File: src/rtl/global_reset_ctrl.sv
// Reset manager for the 48 MHz domain.
// Combines the asynchronous system reset with the PLL lock indication and
// produces a design reset that asserts immediately and releases only after
// lock has been synchronized, filtered and held stable for a while.
module global_reset_ctrl #(
   parameter int SYNC_STAGES = 2,   // flops synchronizing rst_in, >= 2
   parameter int LOCK_FILTER = 4,   // consecutive lock-high cycles before stretch, >= 1
   parameter int HOLD_CYCLES = 16   // further lock-high cycles before release, >= 1
) (
   input  logic       clk_48mhz,
   input  logic       reset,
   input  logic       rst_in,
   output logic       rst,
   output logic       rst_n,
   output logic       release_pulse,
   output logic [7:0] lock_lost_count
);

   // Counter widths sized to hold LOCK_FILTER-1 / HOLD_CYCLES-1 (minimum one bit).
   localparam int FW = (LOCK_FILTER > 1) ? $clog2(LOCK_FILTER) : 1;
   localparam int HW = (HOLD_CYCLES > 1) ? $clog2(HOLD_CYCLES) : 1;
   localparam logic [FW-1:0] FCNT_LAST = FW'(LOCK_FILTER - 1);
   localparam logic [HW-1:0] HCNT_LAST = HW'(HOLD_CYCLES - 1);

   // One-hot state encoding.
   localparam logic [2:0] S_WAIT_LOCK = 3'b001;
   localparam logic [2:0] S_STRETCH   = 3'b010;
   localparam logic [2:0] S_RUN       = 3'b100;

   logic [SYNC_STAGES-1:0] sync_reg;
   logic                   lock_s;
   logic [2:0]             state_reg;
   logic [2:0]             state_next;
   logic [FW-1:0]          fcnt_reg;
   logic [FW-1:0]          fcnt_next;
   logic [HW-1:0]          hcnt_reg;
   logic [HW-1:0]          hcnt_next;
   logic                   rst_reg;
   logic                   release_reg;
   logic [7:0]             lost_reg;
   logic                   enter_run;
   logic                   leave_run;

   // Lock synchronizer: shift rst_in through the chain, last stage is lock_s.
   always_ff @(posedge clk_48mhz or posedge reset) begin
      if (reset) begin
         sync_reg <= '0;
      end else begin
         sync_reg <= {sync_reg[SYNC_STAGES-2:0], rst_in};
      end
   end

   assign lock_s = sync_reg[SYNC_STAGES-1];

   // Next-state and counter logic: filter, then stretch, then run.
   always_comb begin
      state_next = state_reg;
      fcnt_next  = fcnt_reg;
      hcnt_next  = hcnt_reg;
      case (state_reg)
         S_WAIT_LOCK: begin
            if (!lock_s) begin
               fcnt_next = '0;
            end else if (fcnt_reg == FCNT_LAST) begin
               state_next = S_STRETCH;
               hcnt_next  = '0;
            end else begin
               fcnt_next = fcnt_reg + FW'(1);
            end
         end
         S_STRETCH: begin
            if (!lock_s) begin
               state_next = S_WAIT_LOCK;
               fcnt_next  = '0;
            end else if (hcnt_reg == HCNT_LAST) begin
               state_next = S_RUN;
            end else begin
               hcnt_next = hcnt_reg + HW'(1);
            end
         end
         S_RUN: begin
            if (!lock_s) begin
               state_next = S_WAIT_LOCK;
               fcnt_next  = '0;
            end
         end
         default: begin
            // Any corrupted encoding falls back to waiting for lock.
            state_next = S_WAIT_LOCK;
            fcnt_next  = '0;
            hcnt_next  = '0;
         end
      endcase
   end

   assign enter_run = (state_next == S_RUN) && (state_reg != S_RUN);
   assign leave_run = (state_reg == S_RUN) && (state_next != S_RUN);

   // State and counter registers.
   always_ff @(posedge clk_48mhz or posedge reset) begin
      if (reset) begin
         state_reg <= S_WAIT_LOCK;
         fcnt_reg  <= '0;
         hcnt_reg  <= '0;
      end else begin
         state_reg <= state_next;
         fcnt_reg  <= fcnt_next;
         hcnt_reg  <= hcnt_next;
      end
   end

   // Reset output flop: low exactly while the next state is RUN, so it clears
   // on the edge entering RUN and sets on the edge leaving it.
   always_ff @(posedge clk_48mhz or posedge reset) begin
      if (reset) begin
         rst_reg <= 1'b1;
      end else begin
         rst_reg <= (state_next != S_RUN);
      end
   end

   // One-cycle pulse registered on the edge that enters RUN.
   always_ff @(posedge clk_48mhz or posedge reset) begin
      if (reset) begin
         release_reg <= 1'b0;
      end else begin
         release_reg <= enter_run;
      end
   end

   // Saturating count of lock losses while running.
   always_ff @(posedge clk_48mhz or posedge reset) begin
      if (reset) begin
         lost_reg <= 8'd0;
      end else if (leave_run && (lost_reg != 8'hFF)) begin
         lost_reg <= lost_reg + 8'd1;
      end
   end

   assign rst             = rst_reg;
   assign rst_n           = ~rst_reg;
   assign release_pulse   = release_reg;
   assign lock_lost_count = lost_reg;

endmodule

File: config.mk
export PLATFORM = sky130hd
export DESIGN_NAME = global_reset_ctrl
export DESIGN_NICKNAME = d
export VERILOG_FILES = /design/src/rtl/global_reset_ctrl.sv
export SDC_FILE = /design/constraint.sdc
export NUM_CORES = 1
export LEC_CHECK = 0
export BUFFER_PORTS_ARGS = -buffer_cell sky130_fd_sc_hd__clkbuf_2
export CORE_MARGIN = 4
export CORE_UTILIZATION = 55
export DETAILED_ROUTE_END_ITERATION = 8
export PLACE_DENSITY = 0.81
export REMOVE_ABC_BUFFERS = 1
export SETUP_SLACK_MARGIN = 0.15
export SYNTH_ARGS = -nofsm -noshare
export SYNTH_HDL_FRONTEND = slang
export SYNTH_SLANG_ARGS = --single-unit
File: constraint.sdc
create_clock -name clk_48mhz -period 2.25 [get_ports clk_48mhz]
set_input_delay 0.45 -clock clk_48mhz [delete_from_list [all_inputs] [get_ports clk_48mhz]]
set_output_delay 0.45 -clock clk_48mhz [all_outputs]
set_load 0.02 [all_outputs]
==> results.json <==
{
  "core_sq_um": 1802,
  "critical_path.reg2reg.startpoint": "lock_lost_count[3]$_DFFE_PP0P_",
  "timing.hold.worst_path_depth": 1,
  "grt.total_usage": 0.1778,
  "grt_pass1_vias": 818,
  "cts-htree-levels": 1,
  "cts_tree": "yes",
  "synth-seq-cells": 21,
  "irDropWorstVdd_v": 0.0004883,
  "yosys.cell_count.top_type": "sky130_fd_sc_hd__dfrtp_1",
  "worstMarginPinSlew_ns": 0.7724,
  "avgSynthCellArea_sq_um": 10.51,
  "slew_headroom": 0.4845,
  "critPathMaxStageDelay_ns": 0.44,
  "timing.max_cap.violations": 0,
  "worstHoldStart": "rst_in",
  "global_route_congestion_overflow_total": 0,
  "reg2reg_depth": 4,
  "worst_slack_setup_final_ns": 0.5139,
  "grt_max_degree": 22,
  "area_delta_synth_final_pct": 9.827,
  "grt_setup_unrepaired": "no",
  "worst_r2r_endpoint": "lock_lost_count[1]$_DFFE_PP0P_",
  "post-route-min-period_ns": 1.736,
  "finalWirelength_um": 2100,
  "final_net_count": 124,
  "synthTopCellsByArea": "sky130_fd_sc_hd__dfrtp_1 44%, sky130_fd_sc_hd__dfstp_2 4.9%, sky130_fd_sc_hd__a21oi_1 3.7%",
  "layout.cells.non_filler": 142,
  "netlist.top_cell.by_area": "sky130_fd_sc_hd__dfrtp_1",
  "critPathRequiredTime_ns": 2.44,
  "clk_transition_reported_paths_ns": 0.11,
  "synthArstFlopShare": 1.000,
  "critical_path_buf_inv_count": 0,
  "placer_congestion_estimate": 0.8843,
  "synthDistinctLibCells": 40,
  "vias": 824,
  "ctsRootBufferMaster": "sky130_fd_sc_hd__clkbuf_4",
  "first_pass_grt_wire_length_um": 3636,
  "synth.yosys.seq_area_share": 0.4879,
  "largest_register_ff_count": 8,
  "layout.cell_area.non_filler_sq_um": 1189,
  "detail-route-antenna-nets": 0,
  "antenna_diode_count": 0,
  "cts_repair_resize_count": 0,
  "slew_violations": 0,
  "leakage_nw": 0.5489,
  "hold_class": "in2reg",
  "crit_path_end_kind": "register",
  "grt_antenna_before_repair": 0,
  "synth_enable_flop_cells": 0,
  "critical-path-top-delay-family": "simple AND/OR/NAND/NOR gates",
  "synth_commonest_cells": "19 x sky130_fd_sc_hd__dfrtp_1, 8 x sky130_fd_sc_hd__a21oi_1, 7 x sky130_fd_sc_hd__nand2_1",
  "route.detailed.vias_per_inst": 5.803,
  "synth_top_cell_area_share": 0.4393,
  "clock_sink_count": 21,
  "placement.setup.worst_slack_ns": 0.5262,
  "hold_buffers": 0,
  "cp_data_arrival_time_ns": 1.92,
  "dieArea_sq_um": 2742,
  "syn-instance-count": 103,
  "fmax_mhz": 576.0,
  "top_level_ports": 14,
  "detailedRoute.firstPassIterationCount": 4,
  "numCtsBuffers": 3,
  "final_core_util": 0.6597,
  "post-route-drc-count": 0,
  "timing.setup.tns_ns": 0,
  "sum_of_net_half_perimeters_after_detailed_placement_um": 1585,
  "place_inst": 138,
  "path_depth": 4,
  "cellPowerDensity_nw_per_um2": 625.7,
  "crit_fanout": 5,
  "timing.final.setup_violations": 0,
  "syn-cell-area_sq_um": 1082,
  "floorplan.initialDensity": 0.6007,
  "yosys_warnings": 0,
  "timing.setup.critical_path_class": "reg2reg",
  "horizontal_die_dimension_um": 52.36,
  "final_layout_size_suffix_gt1_frac": 0.2137,
  "report.final.hold_viol_count": 0,
  "status": "finished clean",
  "final.period_utilization": 0.7716,
  "max-clock-path-buffers": 2,
  "ys.flop_type": "sky130_fd_sc_hd__dfrtp_1",
  "post-cts-setup-buffers": 0,
  "placed_cell_area_sq_um": 1162,
  "fp-row-count": 15,
  "fin_skew_ns": 0.006551,
  "dieHeight_um": 52.36,
  "hold_path_end": "sync_reg[0]$_DFF_PP0_",
  "critical-path-slowest-cell": "sky130_fd_sc_hd__dfrtp_1",
  "timing.reg2reg.setup_slack_ns": 0.51,
  "wl_per_cell_um": 14.79,
  "buffer_ports.inserted": 13,
  "crit_path_cell_chain": "and3_1 > nand3_1 > o21ai_0 > mux2_2",
  "drtIter0Drc": 15,
  "timing.critical_path.from_type": "register",
  "clock_latency_ns": 0.30
}
-- worst max path at each step --
stage	start	endpoint	slack, ns
after global routing	lock_lost_count[3]$_DFFE_PP0P_	lock_lost_count[1]$_DFFE_PP0P_	0.35
final	lock_lost_count[3]$_DFFE_PP0P_	lock_lost_count[1]$_DFFE_PP0P_	0.51
after global placement	lock_lost_count[3]$_DFFE_PP0P_	lock_lost_count[1]$_DFFE_PP0P_	0.61
after CTS	lock_lost_count[3]$_DFFE_PP0P_	lock_lost_count[1]$_DFFE_PP0P_	0.50
after detailed placement	lock_lost_count[3]$_DFFE_PP0P_	lock_lost_count[1]$_DFFE_PP0P_	0.53
after floorplan	lock_lost_count[3]$_DFFE_PP0P_	lock_lost_count[1]$_DFFE_PP0P_	0.61
-- worst reg2reg max path, cell delays in order, from the launching register on --
cell and delay [ns]:
sky130_fd_sc_hd__dfrtp_1 0.44, sky130_fd_sc_hd__and3_1 0.27, sky130_fd_sc_hd__nand3_1 0.19, sky130_fd_sc_hd__o21ai_0 0.36
sky130_fd_sc_hd__mux2_2 0.38
-- cell usage in the layout, fill, tap and decap left out, types with 3 or more instances in the layout --
cell type | Yosys | routed
sky130_fd_sc_hd__nand3_1 | 5 | 5
sky130_fd_sc_hd__o21ai_0 | 5 | 5
sky130_fd_sc_hd__nand4_1 | 3 | 3
sky130_fd_sc_hd__xnor2_1 | 4 | 4
sky130_fd_sc_hd__inv_1 | 5 | 5
sky130_fd_sc_hd__clkbuf_2 | 0 | 13
sky130_fd_sc_hd__dfrtp_1 | 19 | 19
sky130_fd_sc_hd__clkbuf_4 | 0 | 3
sky130_fd_sc_hd__nand2_1 | 7 | 7
sky130_fd_sc_hd__a21oi_1 | 8 | 8
sky130_fd_sc_hd__nor2_1 | 3 | 3
sky130_fd_sc_hd__ha_1 | 3 | 3
-- layer usage --
metal,routed length (um),vias up,GRT usage
met3,72,6,0.03704
met2,1106,19,0.3244
met4,37,0,0.05957
met5,0,-,0
met1,883,404,0.2025
li1,-,395,-
-- layout make-up --
cell class                      count  area (sq um)
Sequential cell                    21         528.0
Timing Repair Buffer               13         65.06
Fill cell                         146         613.1
Clock buffer                        4         26.28
Inverter                            5         18.77
Multi-Input combinational cell     74         519.2
Tap cell                           25         31.28
-- kinds of logic after synthesis --
group                      synth area share
xor gates and xnor gates            0.03237
AOI/OAI and AO/OA                    0.1480
and+or+nand+nor                      0.2254
buffers and inverters               0.03237
DFF                                  0.4879
muxes                               0.03931
adders and majority gates           0.03469
-- where the power goes --
group	internal, mW	switching (mW)	leakage [nW]
Clock	0.0690	0.108	0.0150
Sequential	0.400	0.0340	0.280
Combinational	0.0671	0.0665	0.254
Total	0.536	0.208	0.549
-- through the flow --
step	hold WS (ns)	power, mW
after floorplan	0.3312	0.5416
final	0.2484	0.7438
after CTS	0.2490	0.7477
after global placement	0.3369	0.5641
after detailed placement	0.3405	0.5726
after global routing	0.2384	0.7900
Note: power is estimated with default switching activity, not from simulation.
